--- config.mk ---
export PLATFORM = sky130hd
export DESIGN_NAME = dbg_uart_tx
export DESIGN_NICKNAME = d
export VERILOG_FILES = /design/src/rtl/dbg_uart_pkg.sv /design/src/rtl/dbg_uart_fifo.sv /design/src/rtl/dbg_uart.sv
export SDC_FILE = /design/constraint.sdc
export NUM_CORES = 1
export LEC_CHECK = 0
export CAP_MARGIN = 25
export CORE_MARGIN = 3
export CORE_UTILIZATION = 25
export CTS_CLUSTER_SIZE = 40
export DETAILED_ROUTE_END_ITERATION = 6
export DONT_BUFFER_PORTS = 1
export HOLD_SLACK_MARGIN = 0.12
export SYNTH_ARGS = -nofsm -noshare
export SYNTH_HDL_FRONTEND = slang
export SYNTH_HIERARCHICAL = 1
export SYNTH_SLANG_ARGS = --single-unit
export TNS_END_PERCENT = 20
--- constraint.sdc ---
create_clock -name clk -period 3.8 [get_ports clk]
set_clock_uncertainty 0.05 [all_clocks]
set_input_delay 0.19 -clock clk [delete_from_list [all_inputs] [get_ports clk]]
set_output_delay 0.19 -clock clk [all_outputs]
set_load 0.05 [all_outputs]
--- src/rtl/dbg_uart_pkg.sv ---
// dbg_uart_pkg: register offsets, STATUS bit positions and serialiser states for dbg_uart_tx
package dbg_uart_pkg;
    localparam logic [3:0] DATA_OFS   = 4'h0;
    localparam logic [3:0] STATUS_OFS = 4'h4;
    localparam logic [3:0] DIV_OFS    = 4'h8;
    localparam int ST_FULL    = 0;
    localparam int ST_EMPTY   = 1;
    localparam int ST_BUSY    = 2;
    localparam int ST_OVF     = 3;
    localparam int ST_CNT_LSB = 8;
    typedef enum logic [1:0] {IDLE, START, DATA, STOP} state_e;
endpackage

--- src/rtl/dbg_uart_fifo.sv ---
// dbg_uart_fifo: synchronous byte FIFO with first-word fall-through head
// Ports: clk, reset_n (async active-low), push_i/wdata_i write side,
//        pop_i/rdata_o read side, full_o, empty_o, count_o occupancy.
module dbg_uart_fifo #(
    parameter int DEPTH = 16,
    localparam int AW = $clog2(DEPTH)
) (
    input  logic          clk,
    input  logic          reset_n,
    input  logic          push_i,
    input  logic          pop_i,
    input  logic [7:0]    wdata_i,
    output logic [7:0]    rdata_o,
    output logic          full_o,
    output logic          empty_o,
    output logic [AW:0]   count_o
);
    logic [7:0]    mem_q [DEPTH];
    logic [AW-1:0] wp_q, rp_q;
    logic [AW:0]   cnt_q;
    logic          wr, rd;
    // a pop frees a slot in the same cycle, so a push while full is accepted then
    assign rd      = pop_i && !empty_o;
    assign wr      = push_i && (!full_o || rd);
    assign rdata_o = mem_q[rp_q];
    assign full_o  = cnt_q == (AW+1)'(DEPTH);
    assign empty_o = cnt_q == '0;
    assign count_o = cnt_q;
    always_ff @(posedge clk or negedge reset_n) begin
        if (!reset_n) begin
            wp_q  <= '0;
            rp_q  <= '0;
            cnt_q <= '0;
        end else begin
            if (wr) wp_q <= wp_q + 1'b1;
            if (rd) rp_q <= rp_q + 1'b1;
            cnt_q <= cnt_q + {{AW{1'b0}}, wr} - {{AW{1'b0}}, rd};
        end
    end
    always_ff @(posedge clk) begin
        if (wr) mem_q[wp_q] <= wdata_i;
    end
endmodule

--- src/rtl/dbg_uart.sv ---
// dbg_uart_tx: memory-mapped 8N1 debug UART transmitter with byte FIFO and retire strobe
// Ports: clk, reset_n (async active-low); bus addr_i/wdata_i/we_i/re_i -> rdata_o (registered);
//        tx_o serial line (idle high); tx_byte_o/tx_done_o per-byte retire; irq_o empty-and-idle.
module dbg_uart_tx
    import dbg_uart_pkg::*;
#(
    parameter logic [31:0]      BASE_ADDR  = 32'hE000_0000,
    parameter int               FIFO_DEPTH = 16,
    parameter int               DIV_W      = 16,
    parameter logic [DIV_W-1:0] DIV_RESET  = 16'd867
) (
    input  logic        clk,
    input  logic        reset_n,
    input  logic [31:0] addr_i,
    input  logic [31:0] wdata_i,
    input  logic [3:0]  we_i,
    input  logic        re_i,
    output logic [31:0] rdata_o,
    output logic        tx_o,
    output logic [7:0]  tx_byte_o,
    output logic        tx_done_o,
    output logic        irq_o
);
    localparam int AW = $clog2(FIFO_DEPTH);
    state_e           state_q, state_d;
    logic [DIV_W-1:0] timer_q, timer_d, divl_q, divl_d, div_q, div_d;
    logic [7:0]       shift_q, shift_d, cur_q, cur_d, byte_q, byte_d;
    logic [2:0]       bit_q, bit_d;
    logic [31:0]      rdata_q, rdata_d, status;
    logic             ovf_q, ovf_d, tx_q, tx_d, done_q, done_d, irq_q, irq_d;
    logic             hit, push, pop, drop, div_we, st_rd, tick, full, empty;
    logic [7:0]       head;
    logic [AW:0]      count;
    logic             unused_bits;
    assign unused_bits = ^{wdata_i, we_i};
    assign hit    = addr_i[31:4] == BASE_ADDR[31:4];
    assign push   = hit && addr_i[3:0] == DATA_OFS && we_i[0];
    assign div_we = hit && addr_i[3:0] == DIV_OFS && we_i[1:0] == 2'b11;
    assign st_rd  = re_i && hit && addr_i[3:0] == STATUS_OFS;
    // full implies non-empty, so a pop in the same cycle always makes room
    assign drop   = push && full && !pop;
    assign tick   = timer_q == '0;
    dbg_uart_fifo #(.DEPTH(FIFO_DEPTH)) u_fifo (
        .clk     (clk),
        .reset_n (reset_n),
        .push_i  (push),
        .pop_i   (pop),
        .wdata_i (wdata_i[7:0]),
        .rdata_o (head),
        .full_o  (full),
        .empty_o (empty),
        .count_o (count)
    );
    always_ff @(posedge clk or negedge reset_n) begin
        if (!reset_n) begin
            state_q <= IDLE;
            timer_q <= '0;
            divl_q  <= DIV_RESET;
            div_q   <= DIV_RESET;
            shift_q <= '0;
            cur_q   <= '0;
            bit_q   <= '0;
            ovf_q   <= 1'b0;
            rdata_q <= '0;
            tx_q    <= 1'b1;
            done_q  <= 1'b0;
            byte_q  <= '0;
            irq_q   <= 1'b1;
        end else begin
            state_q <= state_d;
            timer_q <= timer_d;
            divl_q  <= divl_d;
            div_q   <= div_d;
            shift_q <= shift_d;
            cur_q   <= cur_d;
            bit_q   <= bit_d;
            ovf_q   <= ovf_d;
            rdata_q <= rdata_d;
            tx_q    <= tx_d;
            done_q  <= done_d;
            byte_q  <= byte_d;
            irq_q   <= irq_d;
        end
    end
    // divl_q holds the divisor latched at frame start so DIV writes never disturb a frame in flight
    always_comb begin
        state_d = state_q;
        timer_d = timer_q;
        divl_d  = divl_q;
        shift_d = shift_q;
        cur_d   = cur_q;
        bit_d   = bit_q;
        pop     = 1'b0;
        if (state_q == IDLE) begin
            if (!empty) begin
                pop     = 1'b1;
                shift_d = head;
                cur_d   = head;
                timer_d = div_q;
                divl_d  = div_q;
                state_d = START;
            end
        end else begin
            timer_d = tick ? divl_q : timer_q - 1'b1;
            if (tick) begin
                state_d = state_q == START ? DATA : state_q == STOP ? IDLE : bit_q == 3'd7 ? STOP : DATA;
                bit_d   = state_q == DATA ? bit_q + 1'b1 : 3'd0;
                shift_d = state_q == DATA ? shift_q >> 1 : shift_q;
            end
        end
    end
    // outputs are computed from next state so the line and strobes come straight off flops
    always_comb begin
        tx_d   = state_d == START ? 1'b0 : state_d == DATA ? shift_d[0] : 1'b1;
        done_d = state_d == STOP && timer_d == '0;
        byte_d = done_d ? cur_d : byte_q;
        irq_d  = empty && state_q == IDLE;
    end
    always_comb begin
        status                   = '0;
        status[ST_FULL]          = full;
        status[ST_EMPTY]         = empty;
        status[ST_BUSY]          = state_q != IDLE;
        status[ST_OVF]           = ovf_q;
        status[ST_CNT_LSB +: 8]  = 8'(count);
        div_d   = div_we ? wdata_i[DIV_W-1:0] : div_q;
        ovf_d   = drop | (ovf_q & ~st_rd);
        rdata_d = !re_i ? rdata_q : !hit ? '0 : addr_i[3:0] == STATUS_OFS ? status :
                  addr_i[3:0] == DIV_OFS ? 32'(div_q) : '0;
    end
    assign rdata_o   = rdata_q;
    assign tx_o      = tx_q;
    assign tx_byte_o = byte_q;
    assign tx_done_o = done_q;
    assign irq_o     = irq_q;
endmodule

After elaboration in Yosys (flattened, before gate mapping):

Memories as Yosys holds them, arrays and structs flattened.
Cells that the tools add are included.

* $add $sub $neg: 6
* eq/ne operators: 13
* multiplexer cells: 25
* bitwise operators: 5
* reduce and logical (&&, ||, !) cells: 27

Operator list (count)
* $mux W16: 6
* $mux W8: 6
* $logic_not A16 Y1: 2
* $eq A28 B28 Y1 const B: 1
* $sub A16 B1 Y16 const B: 1
* $logic_and A1 B1 Y1: 12
* $eq A2 B2 Y1 const B: 5
* $mux W2: 5
* $add A4 B1 Y4 const B: 2
* $mux W1: 7
* $reduce_bool A2 Y1: 3
* $add A5 B1 Y5: 1
* $eq A5 B5 Y1 const B: 1
* $logic_not A5 Y1: 1
* $sub A5 B1 Y5: 1
* $eq A2 B1 Y1 const B: 2
* $eq A4 B3 Y1 const B: 1
* $eq A4 B4 Y1 const B: 1
* $logic_not A4 Y1: 1
* $reduce_and A2 Y1: 2
* $add A3 B1 Y3 const B: 1
* $eq A3 B3 Y1 const B: 1
* $logic_not A1 Y1: 3
* $mux W3: 1
* other kinds (7): 9

* bits in registers: 126
* memory bits (writable): 128
* bits of input ports: 71
* output and inout bits: 43
* logic and storage cells: 94
* memories kept: 1

Memory list
* u_fifo.mem_q: words 16, width 8, read ports 1, clocked after Yosys merged registers in 0, wr ports 1, RTL line dbg_uart_fifo.sv:18 `logic [7:0] mem_q [DEPTH];`

Depth between registers and ports, before layout:

Gate-level depths: netlist (run 1).

* depth after elaboration: 9
* mapped depth: 20
* depth with buffers taken out: 15

Modules after synthesis:

The synthesis (run 1) kept the hierarchy.

By module, submodules not included
* dbg_uart_fifo: instances 1, cells an instance 319, area an instance 5821.8 µm², sequential area each 4169.0 µm²
* dbg_uart_tx: instances 1, cells an instance 499, area an instance 4839.6 µm², sequential area each 2444.8 µm²

Worst setup path after synthesis (run 1):

No wires, ideal clock.

* kind: register to register
* from: register u_fifo.cnt_q[2] (netlist: u_fifo/count_o[2])
* to: register u_fifo.cnt_q[4] (netlist: u_fifo/count_o[4])
* library setup time: 0.123 ns
* data arrival time: 3.853 ns
* required time: 3.627 ns
* slack: -0.226 ns
* cell stages (with the launch flop): 21
* buffers on the path: 5
* clock period less this slack: 4.026 ns
* cell sequence: dfrtp_1 > inv_1 > ha_1 > nor4b_2 > buf_1 > or3_1 > clkbuf_1 > inv_1 > clkbuf_1 > clkbuf_1 > o21a_1 > buf_2 > inv_1 > ha_1 > inv_1 > ha_1 > fa_1 > a21oi_1 > nor2_1 > nor2_1 > xnor2_1

* cells in the longest elaborated chain, start to end: 8
* elaborated cells between the ends (all ways): 11
* those cells by class: 2 x add/sub; 1 x eq/ne; 2 x mux; 6 x reduce/logical

RTL lines
* start: declaration: RTL line dbg_uart_fifo.sv:20 `logic [AW:0] cnt_q;`
* start signal: assignment: RTL line dbg_uart_fifo.sv:37 `cnt_q <= cnt_q + {{AW{1'b0}}, wr} - {{AW{1'b0}}, rd};`
* $logic_not A5 Y1 *: RTL line dbg_uart_fifo.sv:27 `assign empty_o = cnt_q == '0;`
* named net empty: RTL line dbg_uart.sv:31 `logic hit, push, pop, drop, div_we, st_rd, tick, full, empty;`
* $mux W1 *: RTL line dbg_uart.sv:95 `if (!empty) begin`
* $mux W1 *: RTL line dbg_uart.sv:94 `if (state_q == IDLE) begin`
* named net pop: RTL line dbg_uart.sv:31
* $logic_and A1 B1 Y1 *: RTL line dbg_uart_fifo.sv:23 `assign rd = pop_i && !empty_o;`
* $logic_or A1 B1 Y1: RTL line dbg_uart_fifo.sv:24 `assign wr = push_i && (!full_o || rd);`
* $logic_and A1 B1 Y1: RTL line dbg_uart_fifo.sv:24
* $add A5 B1 Y5: RTL line dbg_uart_fifo.sv:37
* $sub A5 B1 Y5 *: RTL line dbg_uart_fifo.sv:37

Mark *: on every way through the listed nets, which the timed path passes. The rest lies on a longest branch.
A chain may end at the register's enable or synchronous reset.

Final worst setup path (run 1):

* from: register timer_q[0]
* to: register byte_q[7] (netlist: tx_byte_o[7])

* cells in the longest elaborated chain, start to end: 5
* elaborated cells between the ends (all ways): 10
* those cells by class: 1 x add/sub; 1 x eq/ne; 5 x mux; 3 x reduce/logical

RTL lines
* start: declaration: RTL line dbg_uart.sv:26 `logic [DIV_W-1:0] timer_q, timer_d, divl_q, divl_d, div_q, div_d;`
* start signal: assignment: RTL line dbg_uart.sv:71 `timer_q <= timer_d;`
* $sub A16 B1 Y16 / $logic_not A16 Y1 (equally long branches): RTL line dbg_uart.sv:104, dbg_uart.sv:42
* $mux W16 *: RTL line dbg_uart.sv:104 `timer_d = tick ? divl_q : timer_q - 1'b1;`
* $mux W16 *: RTL line dbg_uart.sv:94
* named net timer_d[10]: RTL line dbg_uart.sv:26
* $logic_not A16 Y1 *: RTL line dbg_uart.sv:115 `done_d = state_d == STOP && timer_d == '0;`
* $logic_and A1 B1 Y1 *: RTL line dbg_uart.sv:115
* named net done_d: RTL line dbg_uart.sv:30 `logic ovf_q, ovf_d, tx_q, tx_d, done_q, done_d, irq_q, irq_d;`
* end signal: assignment: RTL line dbg_uart.sv:81 `byte_q <= byte_d;`
* end: declaration: RTL line dbg_uart.sv:27 `logic [7:0] shift_q, shift_d, cur_q, cur_d, byte_q, byte_d;`

Marks and branches as above.

==> summary.md, run 1 <==
| Metric | Value |
|---|---|
| Outcome | finished, final reports clean |
| Number of max-cap violations | 0 |
| Ys Warns | 6 |
| Die span in x | 213 um |
| ANT nets after route | 0 |
| Period minus WS final | 3.60 ns |
| # setup viols final | 0 |
| Multi-input gate area | 3600 sq um |
| Routed WL per cell | 18.0 um |
| Area Growth Syn to Fin | 17.4% |
| Critical Path Fanout Max | 9 |
| Int Pwr | 5.27 mW |
| Critical path class | flip-flop to flip-flop |
| Initial core utilization | 25.4% |
| Dpl hpwl | 17700 um |
| Main synth FF type | edfxtp_1 |
| Vias in the first global route | 6621 |
| Routability-driven placement congestion ratio | 0.838 |
| Combinational share of power | 29.0% |
| Mapped cell area | 10700 sq um |
| Cell variety after synth | 67 |
| Fillers | 4230 |
| Largest net degree at the start of global routing | 111 |
| RSZ-0062 raised after global routing | no |
| Startpoint class of the critical path | flip-flop |
| Clk slew on worst S/H paths | 0.06 ns |
| H-tree levels | 1 |
| Class of the worst hold path | input port to flip-flop |
| CTS tree | built |
| Syn Inst Count | 818 |
| Post-route clock period utilization | 94.9% |
| Power per cell area | 635 nW/um^2 |
| Share of layout cells above drive strength 1 | 18.3% |
| Post-synthesis register bit count | 238 |
| Drc violations | 0 |
| Fin. Hold Viols | 0 |
| Commonest cells post-synth | 128 x edfxtp_1, 124 x nand2_1, 96 x dfrtp_1 |
| CP Capture Type | flip-flop |
| IO Port Bufs | 0 |
| All-Layer GR Usage | 11.4% |
| Synth top area cells | edfxtp_1 36%, dfrtp_1 23%, mux2i_1 4.5% |
| Maximum achievable frequency | 277 MHz |
| Async set-reset flop share out of synthesis | 46.2% |
| Actual slew at the worst max-slew pin | 0.880 ns |
| Root buffer selected by CTS | clkbuf_16 |
| CP arrival | 3.98 ns |
| Clk Latency, worst-skew pair | 0.54 ns |
| Drt first pass iters | 5 |
| Avg Inst Size Synth | 13.0 sq um |
| Area occupied by registers | 6620 sq um |
| Leak | 4.94 nW |
| First-pass GRT wire length | 40200 um |
| Count leader, synth | edfxtp_1 |
| Worst-case clock buffer depth | 3 |
| Total vias in the final route | 6627 |
| Top Ports | 114 |
| PostCTS Resize Cnt | 0 |
| Cts bufs inserted | 26 |
| Req. time, crit path | 4.17 ns |
| Chip height | 213 um |
| Overall Power | 7.95 mW |
| Global route overflow | 0 |
| Fin cells | 1437 |
| Cell taking the most area after synthesis | edfxtp_1 |
| Drt initial violations | 636 |
| Total negative setup slack | 0 ns |
| Share of the synthesized area in the top cell type | 36.1% |
| VDD IR max | 321 uV |
| Hold Slack | 0.118 ns |
| Final net count | 963 |
| Core ar. | 42000 sq um |
| Cell row count | 75 |
| Sw Pwr | 2.68 mW |
| Dpl cells | 1359 |
| Slew Limit Headroom | 41.3% |
| Initial antenna violation count | 5 |
| Register area share after synthesis | 62.0% |
| Flop pwr share | 41.3% |
| Switch share | 33.7% |
| Number of synthesized flops with an enable pin | 128 |
| Clock sink count | 238 |
| Post-Route WL | 25800 um |
| Pins Over Slew Limit | 0 |
| Die area | 45200 sq um |
| Clock power share | 29.8% |
| Via/cell ratio | 4.61 |
## final timing paths
check | endpoint | slack, ns | start | cells after the start
min in group asynchronous | tx_byte_o[1]$_DFFE_PN0P_ | 0.20 | reset_n | 2
max in group asynchronous | rdata_o[13]$_DFFE_PN0P_ | 3.02 | reset_n | 2
hold reg to reg | divl_q[8]$_DFFE_PN1P_ | 0.41 | divl_q[8]$_DFFE_PN1P_ | 2
hold / removal | rdata_o[2]$_DFFE_PN0P_ | 0.12 | addr_i[3] | 4
setup reg to reg | tx_byte_o[7]$_DFFE_PN0P_ | 0.20 | timer_q[0]$_DFF_PN0_ | 11
setup / recovery | tx_byte_o[7]$_DFFE_PN0P_ | 0.20 | timer_q[0]$_DFF_PN0_ | 11
## worst max-delay path, cell delays in order, from the launching register on
cell and delay, ns:
dfrtp_1 0.38, inv_1 0.08, ha_1 0.16, or3b_2 0.54, o31a_2 0.31, nor3_1 0.12, o22ai_1 0.13, or4_1 0.53
or4_4 0.46, nor4_4 0.23, buf_12 0.17, mux2_2 0.33
## cell type report
cell class	instances	area share (%)
sequential	238	52.9
clock buffer	38	5.72
tap	539	5.39
clock inverter	10	0.760
inverter	31	0.930
antenna	2	0.0400
multi-input combinational	503	28.8
timing repair buffer	76	5.52
## stage by stage
stage	area [sq um]	setup WS, ns	utilization, %
2_1_floorplan	10700	0.0575	-
3_3_place_gp	11400	0.210	27.1
3_5_place_dp	11400	0.151	27.1
4_1_cts	12500	0.136	29.7
5_1_grt	12500	0.0577	29.8
6_report	12500	0.195	29.8
## repair_timing
item,4_1_cts,5_1_grt
buffers inserted,0,1
hold buffers,26,0
hold endpoints to repair,271,0
setup endpoints to repair,0,8
## layout by cell type (no fill, tap or decap), types with 18 or more instances in the layout
master / count
a21oi_1: 18
a22oi_1: 22
buf_4: 47
clkbuf_16: 26
dfrtp_1: 95
dlygate4sd3_1: 25
edfxtp_1: 128
inv_1: 31
mux2_2: 26
mux2i_1: 48
nand2_1: 124
nor2_1: 39
o21ai_0: 40
## state kept, by name, summed over array words and instances (netlist names)
signal,count
rdata_o,16
bit_q,3
tx_done_o,1
timer_q,16
divl_q,16
u_fifo/mem_q,128
div_q,16
tx_byte_o,8
shift_q,8
u_fifo/rp_q,4
state_q,2
cur_q,8
tx_o,1
irq_o,1
u_fifo/count_o,5
ovf_q,1
u_fifo/wp_q,4
## metal layers
metal  global-route usage (%)  wire length [um]  up-vias
li1                         -                 -     3098
met1                     15.7             11600     3319
met2                     18.5             12200      159
met3                     2.63              1490       45
met4                     2.50               455        6
met5                        0                38        -
## logic make-up after synthesis
group / after synthesis / share of synthesized area [%]
AOI/OAI and AO/OA: 129 / 8.58
xor gates and xnor gates: 19 / 1.56
adders and majority gates: 16 / 1.95
buffers and inverters: 92 / 4.80
DFF: 238 / 62.0
muxes: 91 / 10.7
other: 1 / 0.0352
and+or+nand+nor: 232 / 10.3
## power groups by stage
stage	combinational, mW	clock, mW	sequential [mW]
floorplan	1.70	0	3.22
global placement	2.19	0	3.33
detailed placement	2.23	0	3.33
CTS	2.32	2.44	3.29
global route	2.56	2.55	3.31
finish	2.30	2.37	3.28
No activity file was read; power rests on OpenSTA's default activity.
==> run 2, diff against run 1 <==
- CELL_PAD_IN_SITES_DETAIL_PLACEMENT: default -> 0
- CELL_PAD_IN_SITES_GLOBAL_PLACEMENT: default -> 2
- PLACE_DENSITY_LB_ADDON: default -> 0.1
- SLEW_MARGIN: default -> 20
==> run 2 against run 1 <==
Count of clock-buffer cells in the layout down 1; register-to-register slack lost 0.08 ns; routed wire length grew 15%; flip-flop and latch count unchanged; non-clock buffer count down 2; power is 8.7% higher; final cell count up 0.14%; clock power rose by 26%; critical path type unchanged; critical endpoint is now tx_byte_o[6]$_DFFE_PN0P_.
==> summary.md, run 2 (same netlist as run 1, synthesis figures left out) <==
| Metric | Value |
|---|---|
| CTS tree | built |
| Chip height | 213 um (unchanged) |
| Period minus WS final | 3.68 ns (+0.0789 ns) |
| Worst setup margin | 0.117 ns (-0.0789 ns) |
| Core ar. | 42000 sq um (unchanged) |
| Dpl hpwl | 20500 um (+16%) |
| First-pass GRT wire length | 44700 um (+11%) |
| Leak | 5.04 nW (+2.0%) |
| Total vias in the final route | 6630 (+0.045%) |
| Critical Path Fanout Max | 9 (unchanged) |
| All-Layer GR Usage | 13.1% (+1.7 points) |
| Worst-case clock buffer depth | 3 (unchanged) |
| Power per cell area | 677 nW/um^2 (+6.6%) |
| Routability-driven placement congestion ratio | 0.782 (-6.7%) |
| Final net count | 964 (+0.10%) |
| Actual slew at the worst max-slew pin | 0.942 ns (+0.0627 ns) |
| H-tree levels | 1 (unchanged) |
| Commonest non-fill, non-tap cell in the layout | edfxtp_1 |
| Pre-CTS setup slack | -0.0378 ns (-0.188 ns) |
| Largest net degree at the start of global routing | 111 (unchanged) |
| IO Port Bufs | 0 (unchanged) |
| Largest Register | u_fifo/mem_q |
| Die area | 45200 sq um (unchanged) |
| Worst stage delay on the critical path | 0.47 ns (-0.07 ns) |
| Max reg flops | 128 (unchanged) |
| # setup viols final | 0 (unchanged) |
| Startpoint class of the critical path | flip-flop |
| Cell row count | 75 (unchanged) |
| Share of layout cells above drive strength 1 | 18.8% (+0.47 points) |
| ANT nets after route | 0 (unchanged) |
| Maximum achievable frequency | 271 MHz (-2.1%) |
| Reg2Reg Depth | 10 (-1) |
| Clk Latency, worst-skew pair | 0.55 ns (about the same) |
| Ant diodes | 0 (-2) |
| Hold Slack | 0.151 ns (+0.0330 ns) |
| Vias in the first global route | 6823 (+3.1%) |
| Pins Over Slew Limit | 0 (unchanged) |
| Clk slew on worst S/H paths | 0.06 ns (about the same) |
| Initial core utilization | 25.4% (unchanged) |
| Slew Limit Headroom | 36.9% (-4.4 points) |
| Drc violations | 0 (unchanged) |
| Global route overflow | 0 (unchanged) |
| VDD IR max | 357 uV (+11%) |
| Critical path class | flip-flop to flip-flop |
| RSZ-0062 raised after global routing | no |
| Drt first pass iters | 5 (unchanged) |
| Most frequent cells in the layout | 128 x edfxtp_1, 124 x nand2_1, 95 x dfrtp_1, 48 x mux2i_1 |
| CP Capture Type | flip-flop |
| Post-Route WL | 29600 um (+15%) |
| Class of the worst hold path | input port to async pin |
| Crit-path slowest cell | dfrtp_1 |
| Fin. Hold Viols | 0 (unchanged) |
| Post-route clock period utilization | 96.9% (+2.1 points) |
| Critical path cell sequence | nor4_4 -> nand4_1 -> buf_4 -> nor4b_1 -> o21ai_1 -> or4_1 -> or4_4 -> nor4_4 -> buf_12 -> mux2_2 |
| Top Ports | 114 (unchanged) |
| WP depth | 10 (-1) |
| Area Growth Syn to Fin | 19.7% |
| Root buffer selected by CTS | clkbuf_16 |
| CP arrival | 4.07 ns (+0.09 ns) |
| Critical path's top delay family | simple AND/OR/NAND/NOR gates |
| Cts bufs inserted | 29 (+12%) |
| Clock sink count | 238 (unchanged) |
| Die span in x | 213 um (unchanged) |
| Req. time, crit path | 4.18 ns (about the same) |
| Initial antenna violation count | 0 (-5) |
| Number of max-cap violations | 0 (unchanged) |
| Critical path's most frequent cell | nor4_4 |
| Drt initial violations | 341 (-46%) |
| Finished Core Util | 30.4% (+0.58 points) |
| Routed WL per cell | 20.6 um (+14%) |
| Outcome | finished, final reports clean |
| Buf/Inv on CP | 2 (unchanged) |
| Via/cell ratio | 4.61 (about the same) |
==> run 2: cell types whose count changed in the layout (fill, tap and decap cells not counted), sizes merged <==
cell / delta
buf: -8
bufinv: +6
clkbuf: -1
clkinv: -1
clkinvlp: +1
diode: -2
dlygate4sd3: +6
inv: +1
==> run 2: area by class of cell <==
class / count / area (sq um)
repair buffers: 74 / 691
clock buffers: 37 / 776
flip-flops and latches: 238 / 6620
fillers: 4218 / 29300
inverters: 31 / 116
clock inverters: 17 / 262
well taps: 539 / 674
multi-input cells: 503 / 3630
==> run 2: repair_timing <==
item	in CTS	in global routing
buffers inserted	3	0
endpoints found under the hold margin	271	0
endpoints found under the setup margin	8	8
gates resized for setup	4	1
hold buffers	32	0
pin swaps	2	3
==> run 2: worst register-to-register path: stages, from the launching register on <==
cell and delay, ns:
dfrtp_1 0.47, nor4_4 0.42, nand4_1 0.24, buf_4 0.22
nor4b_1 0.33, o21ai_1 0.16, or4_1 0.43, or4_4 0.46
nor4_4 0.28, buf_12 0.18, mux2_2 0.33
==> run 2: power breakdown <==
part	internal, mW	switching [mW]
Combinational	0.976	1.39
Sequential	2.92	0.355
Clock	1.91	1.08
Total	5.81	2.83
==> run 2: layer usage <==
metal | GRT usage (%) | part of all wire, % | vias to the layer above
li1 | - | - | 3089
met2 | 21.0 | 47 | 99
met4 | 3.17 | 1.5 | 0
met1 | 18.8 | 48 | 3410
met5 | 0 | 0 | -
met3 | 1.84 | 3.3 | 32
==> run 2: path summary, 6_finish.rpt <==
check                                 startpoint                         end  slack [ns]
min in group clk                       addr_i[3]       div_q[10]$_DFFE_PN0P_        0.15
hold / removal                           reset_n      divl_q[15]$_DFFE_PN0P_        0.15
setup reg to reg            timer_q[7]$_DFF_PN0_    tx_byte_o[6]$_DFFE_PN0P_        0.12
hold reg to reg            divl_q[9]$_DFFE_PN1P_       divl_q[9]$_DFFE_PN1P_        0.41
setup / recovery            timer_q[7]$_DFF_PN0_    tx_byte_o[6]$_DFFE_PN0P_        0.12
max in group asynchronous                reset_n  u_fifo/rp_q[0]$_DFFE_PN0P_        2.95
==> run 2: stage by stage <==
stage               TNS (ns)  cells  total power, mW  instance area (sq um)
finish                     0   1439             8.64                  12800
global route               0   1439             9.14                  12800
CTS                        0   1439             8.79                  12800
detailed placement    -0.279   1350             5.64                  11300
global placement      -0.477   1350             5.64                  11300
floorplan                  0    833             4.92                  10700
==> run 3, diff against run 2 <==
- CORE_UTILIZATION: 25 -> 40
==> run 3 against run 2 <==
Worst hold slack lost 0.0084 ns; critical path type unchanged; fmax up 2.9%; core utilization grew 17 points; die area fell by 37%; highest routed layer unchanged; via count increased by 0.71%; count of clock-buffer cells in the layout rose by 1; first-iteration DRC count increased by 19%; routed wire length fell by 12%.
==> summary.md, run 3 (same netlist as run 1, synthesis figures left out) <==
| Metric | Value |
|---|---|
| Outcome | finished, final reports clean |
| Pins Over Slew Limit | 0 (unchanged) |
| Most used routing layer | met2 |
| Int Pwr | 5.29 mW (-8.9%) |
| Dpl hpwl | 17400 um (-15%) |
| Drt first pass iters | 6 (+1) |
| Fillers | 2368 (-44%) |
| Period minus WS final | 3.58 ns (-0.104 ns) |
| Pre-CTS setup slack | 0.0982 ns (+0.136 ns) |
| Overall Power | 7.99 mW (-7.5%) |
| Worst-case clock buffer depth | 3 (unchanged) |
| Buf/Inv on CP | 2 (unchanged) |
| Area occupied by registers | 6620 sq um (unchanged) |
| Power per cell area | 652 nW/um^2 (-3.8%) |
| Critical path's top delay family | simple AND/OR/NAND/NOR gates |
| Global route overflow | 0 (unchanged) |
| All-Layer GR Usage | 18.1% (+5.0 points) |
| Post-route clock period utilization | 94.2% (-2.7 points) |
| Largest net degree at the start of global routing | 111 (unchanged) |
| CP Capture Type | flip-flop |
| Initial core utilization | 40.8% (+15 points) |
| H-tree levels | 1 (unchanged) |
| Crit-path slowest cell | or4_1 |
| Dpl cells | 1140 (-16%) |
| Worst setup margin | 0.221 ns (+0.104 ns) |
| First-pass GRT wire length | 40300 um (-9.9%) |
| Clk Latency, worst-skew pair | 0.54 ns (about the same) |
| Met1 usage in global routing | 26.0% (+7.2 points) |
| Combinational share of power | 29.3% (+1.9 points) |
| Die area | 28600 sq um (-37%) |
| Commonest non-fill, non-tap cell in the layout | edfxtp_1 |
| Fin area | 12300 sq um (-3.9%) |
| Number of max-cap violations | 0 (unchanged) |
| # setup viols final | 0 (unchanged) |
| RSZ-0062 raised after global routing | no |
| Switch share | 33.7% (+0.97 points) |
| Clock power share | 29.9% (-4.7 points) |
| Initial antenna violation count | 0 (unchanged) |
| Clk slew on worst S/H paths | 0.06 ns (about the same) |
| Hold Slack | 0.143 ns (-0.00836 ns) |
| Cell row count | 59 (-21%) |
| Leak | 4.91 nW (-2.6%) |
| ANT nets after route | 0 (unchanged) |
| Area Growth Syn to Fin | 15.0% |
| Class of the worst hold path | input port to flip-flop |
| Die span in x | 169 um (-20%) |
| Via/cell ratio | 5.44 (+18%) |
| Final net count | 957 (-0.73%) |
| Multi-input gate area | 3660 sq um (+0.79%) |
| CP arrival | 3.93 ns (-0.14 ns) |
| VDD IR max | 312 uV (-13%) |
| Area after DPL | 11100 sq um (-2.4%) |
| Routed WL per cell | 21.3 um (+3.8%) |
| Maximum achievable frequency | 279 MHz (+2.9%) |
| Root buffer selected by CTS | clkbuf_16 |
| Drc violations | 0 (unchanged) |
| Met2 Use GR | 28.3% (+7.3 points) |
| Post-Route WL | 26200 um (-12%) |
| Most frequent cells in the layout | 128 x edfxtp_1, 124 x nand2_1, 95 x dfrtp_1, 48 x mux2i_1, 40 x o21ai_0 |
| Critical path class | flip-flop to flip-flop |
| Startpoint class of the critical path | flip-flop |
| Share of layout cells above drive strength 1 | 17.6% (-1.2 points) |
| Clock sink count | 238 (unchanged) |
| CTS tree | built |
| Largest Register | u_fifo/mem_q |
| Sw Pwr | 2.70 mW (-4.8%) |
| Routability-driven placement congestion ratio | 0.853 (+9.0%) |
| GR Util met3 | 4.22% (+2.4 points) |
| Core ar. | 26100 sq um (-38%) |
| Vias in the first global route | 6881 (+0.85%) |
| Chip height | 169 um (-20%) |
| Drt initial violations | 406 (+19%) |
| Cts bufs inserted | 27 (-6.9%) |
| Actual slew at the worst max-slew pin | 0.830 ns (-0.113 ns) |
| Total negative setup slack | 0 ns (unchanged) |
| Req. time, crit path | 4.15 ns (-0.03 ns) |
| Max reg flops | 128 (unchanged) |
| IO Port Bufs | 0 (unchanged) |
| Fin cells | 1227 (-15%) |
| Finished Core Util | 46.9% (+17 points) |
| Flop pwr share | 40.8% (+2.9 points) |
| Worst stage delay on the critical path | 0.55 ns (+0.08 ns) |
| Critical path cell sequence | inv_1 -> ha_1 -> or3b_2 -> o31a_2 -> nor3_1 -> o22ai_1 -> or4_1 -> or4_4 -> nor4_4 -> buf_12 -> mux2_2 |
| Total vias in the final route | 6677 (+0.71%) |
| Critical Path Fanout Max | 9 (unchanged) |
| Top Ports | 114 (unchanged) |
| Fin. Hold Viols | 0 (unchanged) |
| Slew Limit Headroom | 44.4% (+7.5 points) |
==> run 3: cell types whose count changed in the layout (fill, tap and decap cells not counted), sizes merged <==
cell	before	now
buf	43	36
bufinv	7	1
clkbuf	37	38
clkinv	8	9
diode	0	1
dlygate4sd3	31	32
nor4b	5	6
==> run 3: tightest hold or removal path, delay by kind of cell <==
family	cells	cell delay (ns)
simple gates	6	0.42
compound gates	1	0.07
==> run 3: repair_timing <==
| item | CTS | global route |
|---|---|---|
| setup buffers | 0 | 2 |
| hold endpoints to repair | 271 | 0 |
| resized for setup | 0 | 3 |
| hold buffers | 33 | 0 |
| endpoints found under the setup margin | 0 | 14 |
==> run 3: layout make-up <==
cell class	instances	share of cell area [%]
Sequential cell	238	54.0
Multi-Input combinational cell	504	29.8
Tap cell	335	3.42
Clock buffer	38	5.93
Timing Repair Buffer	68	5.22
Clock inverter	12	0.684
Antenna cell	1	0.0204
Inverter	31	0.949
==> run 3: path summary, 6_finish.rpt <==
kind                                        from  slack (ns)  cells after the start                        to
min in group asynchronous                reset_n        0.19                      2  tx_byte_o[4]$_DFFE_PN0P_
max                         timer_q[0]$_DFF_PN0_        0.22                     11  tx_byte_o[0]$_DFFE_PN0P_
max in group asynchronous                reset_n        2.99                      2     div_q[14]$_DFFE_PN0P_
min                                    addr_i[9]        0.14                      7           ovf_q$_DFF_PN0_
min reg2reg                divl_q[8]$_DFFE_PN1P_        0.41                      2     divl_q[8]$_DFFE_PN1P_
max reg2reg                 timer_q[0]$_DFF_PN0_        0.22                     11  tx_byte_o[0]$_DFFE_PN0P_
==> run 3: layer usage <==
layer,vias to the layer above,share of wire (%)
met4,0,1.5
met2,211,45
li1,3071,-
met5,-,0
met1,3361,47
met3,34,6.1
==> run 3: power by group through the flow <==
| stage | registers, mW | logic (mW) | clock network, mW |
|---|---|---|---|
| 5_1_grt | 3.29 | 2.58 | 2.56 |
| 3_3_place_gp | 3.31 | 2.26 | 0 |
| 3_5_place_dp | 3.31 | 2.27 | 0 |
| 2_1_floorplan | 3.22 | 1.70 | 0 |
| 4_1_cts | 3.26 | 2.36 | 2.46 |
| 6_report | 3.26 | 2.34 | 2.39 |
